[src/rtl/lsr_share_seq.sv]
// rtl/lsr_share_seq.sv - two-port round-robin front end that iterates one LSR shifter over multi-pass shifts
module lsr_share_seq #(
  parameter int WIDTH     = 4,
  parameter int AMT_WIDTH = 4
) (
  input  logic                 CLK,
  input  logic                 ASYNCRESETN,
  input  logic                 req0_valid,
  output logic                 req0_ready,
  input  logic [WIDTH-1:0]     req0_data,
  input  logic [AMT_WIDTH-1:0] req0_amt,
  input  logic                 req1_valid,
  output logic                 req1_ready,
  input  logic [WIDTH-1:0]     req1_data,
  input  logic [AMT_WIDTH-1:0] req1_amt,
  output logic                 resp_valid,
  input  logic                 resp_ready,
  output logic [WIDTH-1:0]     resp_data,
  output logic                 resp_id
);

  localparam logic [1:0] IDLE  = 2'd0;
  localparam logic [1:0] SHIFT = 2'd1;
  localparam logic [1:0] DONE  = 2'd2;

  localparam logic [AMT_WIDTH-1:0] MAX_STEP = AMT_WIDTH'(WIDTH - 1);

  logic [1:0]           state;
  logic                 ptr;
  logic [WIDTH-1:0]     data_q;
  logic [AMT_WIDTH-1:0] rem_q;
  logic                 id_q;

  logic                 grant;
  logic                 take;
  logic                 accept;
  logic [AMT_WIDTH-1:0] step;
  logic [WIDTH-1:0]     shifted;

  // The pointer only breaks ties; a lone requester always wins.
  always_comb begin
    grant      = (req0_valid & req1_valid) ? ptr : req1_valid;
    take       = (state == IDLE) & ASYNCRESETN;
    req0_ready = take & req0_valid & ~grant;
    req1_ready = take & req1_valid & grant;
    accept     = (req0_valid & req0_ready) | (req1_valid & req1_ready);
  end

  // The single shared shifter: one pass moves at most WIDTH-1 positions.
  always_comb begin
    step    = (rem_q > MAX_STEP) ? MAX_STEP : rem_q;
    shifted = data_q >> step;
  end

  always_ff @(posedge CLK or negedge ASYNCRESETN) begin
    if (!ASYNCRESETN) begin
      state  <= IDLE;
      ptr    <= 1'b0;
      data_q <= '0;
      rem_q  <= '0;
      id_q   <= 1'b0;
    end else begin
      case (state)
        IDLE: begin
          if (accept) begin
            data_q <= grant ? req1_data : req0_data;
            rem_q  <= grant ? req1_amt : req0_amt;
            id_q   <= grant;
            ptr    <= ~grant;
            state  <= SHIFT;
          end
        end
        SHIFT: begin
          data_q <= shifted;
          rem_q  <= rem_q - step;
          if (rem_q <= MAX_STEP) begin
            state <= DONE;
          end
        end
        DONE: begin
          if (resp_ready) begin
            state <= IDLE;
          end
        end
        default: state <= IDLE;
      endcase
    end
  end

  assign resp_valid = (state == DONE);
  assign resp_data  = data_q;
  assign resp_id    = id_q;

endmodule
[config.mk]
export PLATFORM = sky130hd
export DESIGN_NAME = lsr_share_seq
export DESIGN_NICKNAME = d
export VERILOG_FILES = /design/src/rtl/lsr_share_seq.sv
export SDC_FILE = /design/constraint.sdc
export NUM_CORES = 1
export LEC_CHECK = 0
export CAP_MARGIN = 40
export CORE_MARGIN = 2
export CORE_UTILIZATION = 25
export DETAILED_ROUTE_END_ITERATION = 7
export MAX_ROUTING_LAYER = met4
export PLACE_DENSITY_LB_ADDON = 0.05
export REMOVE_ABC_BUFFERS = 1
export SLEW_MARGIN = 20
export SYNTH_ARGS = -nofsm -noshare
export SYNTH_HDL_FRONTEND = slang
export SYNTH_SLANG_ARGS = --single-unit
[constraint.sdc]
create_clock -name CLK -period 1.9 [get_ports CLK]
set_clock_uncertainty 0.2 [all_clocks]
set_input_delay 0.38 -clock CLK [delete_from_list [all_inputs] [get_ports CLK]]
set_output_delay 0.38 -clock CLK [all_outputs]
set_load 0.02 [all_outputs]
==> qor.csv, run 1 <==
metric;value;unit
DR pass1 iterations;4;
clk_lat worst skew;0.28;ns
MaxCap Viol Count;0;
CTS tree;built;
total track usage;0.144;
GRT Max-Usage Layer;met2;
Clk pwr share;0.119;
relative slew slack;0.602;
Final Setup Violations;0;
LEAKAGE;0.614;nW
hpwl dp;1700;microns
vias per cell;4.68;
post-synth cell types;38;
Initial Util;0.265;
fraction of registers with async set/reset;1.00;
height of the die;60.9;microns
min cycle time layout;1.88;ns
Hold Path Class;reg -> reg;
Placer Congestion;0.767;
Flop pwr share;0.281;
most frequent cell after synthesis;dfrtp_1;
WL/cell;13.2;microns
Antenna Nets Post-Route;0;
die footprint;0.00370;sq mm
io pins;29;
RSZ-0062 raised after global routing;yes;
met3 GRT Util;0.0235;
largest net degree at the start of global routing;13;
Max FO, Critical Path;3;
layout cells sized above 1;0.279;
status;finished clean;
vias;810;
Max Clock Freq;533;MHz
Final period util;0.988;
initial antenna violation count;0;
Int Power;1.08;mW
Post-Syn Area per Cell;9.74;sq um
cell taking the most area after synthesis;dfrtp_1;
CTS Sinks;12;
synth cell count leaders;dfrtp_1, o21ai_0, mux2i_1, o211ai_1;
final wirelength;2280;microns
Final #Nets;152;
global route overflow;0;
worst path required time;1.32;ns
total power;1.84;mW
Gate power share;0.600;
main area contributors after synthesis;dfrtp_1, mux2i_1, o211ai_1;
Final Non-Filler Cells;173;
Inst Count DP;163;
max-slew violations;0;
PD cells;1410;mW/mm^2
switch share;0.413;
warnings from Yosys;0;
clock buffer depth;2;
CP Capture Type;primary output;
Post-Syn Area;808;sq um
critical path arrival;1.30;ns
ant diodes;0;
Clock transition at path regs;0.09;ns
H-tree levels;1;
Post-synth EDFFs;0;
clock root buffer;clkbuf_4;
vias in the first global route;795;
met1 Track Usage GR;0.180;
DRT iter0 DRCs;19;
Synth Instances;83;
row count;20;
final hold violation count;0;
Die X;60.9;microns
met2 Usage GRT;0.226;
register area share after synthesis;0.372;
VDD IR max;0.441;mV
worst slew pin tran;0.594;ns
Area Growth Syn to Fin;61.5;%
post-synth top area share;0.372;
sw power;0.760;mW
Synth Flop Type;dfrtp_1;
critical path class;reg -> out;
setup_tns;0;ns
first-pass GRT wire length;3760;microns
DRC viols;0;
number of synthesized register bits;12;
Inserted Clock Buffers;3;
Core ar.;0.00305;sq mm
hold slack;0.300;ns
# port buffers;28;
Critical Path Start Type;flip-flop;
metal layers:
layer / routed length, microns / part of all wire
met1: 1050 / 0.46
met2: 1100 / 0.48
met3: 95 / 0.042
met4: 34 / 0.015
met5: 0 / 0
through the flow:
stage,util,setup WS [ns],cell area (sq um)
floorplan,-,0.214,783
global placement,0.396,-0.589,1210
detailed placement,0.396,-0.600,1210
CTS,0.423,0.00576,1290
global route,0.427,-0.0681,1310
finish,0.427,0.0221,1310
worst max-delay path: stages (launching register included):
cell     delay (ns)
dfrtp_1        0.42
nor3b_4        0.23
nand2_1        0.10
nor2b_1        0.12
buf_4          0.15
placed cells by master (no fill, tap or decap), drive strengths merged, types with 4 or more instances in the layout:
cell type,count
o211ai,5
o21ai,10
clkdlybuf4s50,20
clkbuf,4
nor2b,5
nor2,5
nand2b,4
mux2i,6
buf,20
dfrtp,12
cell families (layout without fill, tap and decap cells):
kind of cell / Yosys count / count (layout) / synth area share
flops: 12 / 12 / 0.372
buf+inv: 7 / 53 / 0.0449
simple gates: 25 / 25 / 0.212
mux: 7 / 7 / 0.0929
compound gates: 31 / 31 / 0.263
fa+ha+maj: 1 / 1 / 0.0155
state kept, by name (all words and copies together) (netlist names):
register,cells
resp_id,1
rem_q,4
ptr,1
resp_data,4
state,2
repair_timing:
action | 4_1_cts | 5_1_grt
pin swaps | 1 | 1
hold endpoints to repair | 12 | 0
setup buffers | 5 | 0
gates resized for setup | 19 | 4
setup endpoints to repair | 6 | 9
hold buffers | 1 | 0
final timing paths:
kind | from | end | slack (ns) | depth (start not counted)
worst max register to register | state[1] | resp_data[0] | 0.07 | 5
max in group asynchronous | ASYNCRESETN | rem_q[2] | 0.40 | 3
worst min register to register | resp_id | resp_id | 0.30 | 1
worst max-delay path | state[0] | req0_ready | 0.02 | 4
min in group asynchronous | ASYNCRESETN | ptr | 0.68 | 3
worst min-delay path | resp_id | resp_id | 0.30 | 1
final cells by class:
class / count / area (sq um)
Inverter: 3 / 11.3
Timing Repair Buffer: 46 / 407
Multi-Input combinational cell: 64 / 494
Fill cell: 323 / 1750
Tap cell: 44 / 55.1
Clock buffer: 4 / 36.3
Sequential cell: 12 / 302
power groups by stage:
stage	clock network [mW]	registers (mW)	logic, mW
after floorplan	0	0.587	0.535
after global placement	0	0.504	1.06
after detailed placement	0	0.510	1.07
after CTS	0.218	0.513	1.10
after global routing	0.234	0.534	1.22
final	0.218	0.517	1.10
(Power assumes the default switching activity.)
==> inputs of run 2 (changes only) <==
Settings changed: SLEW_MARGIN 20 to unset.
==> results of run 2 <==
No change in the layout: final DEF, timing and power equal those of run 1.
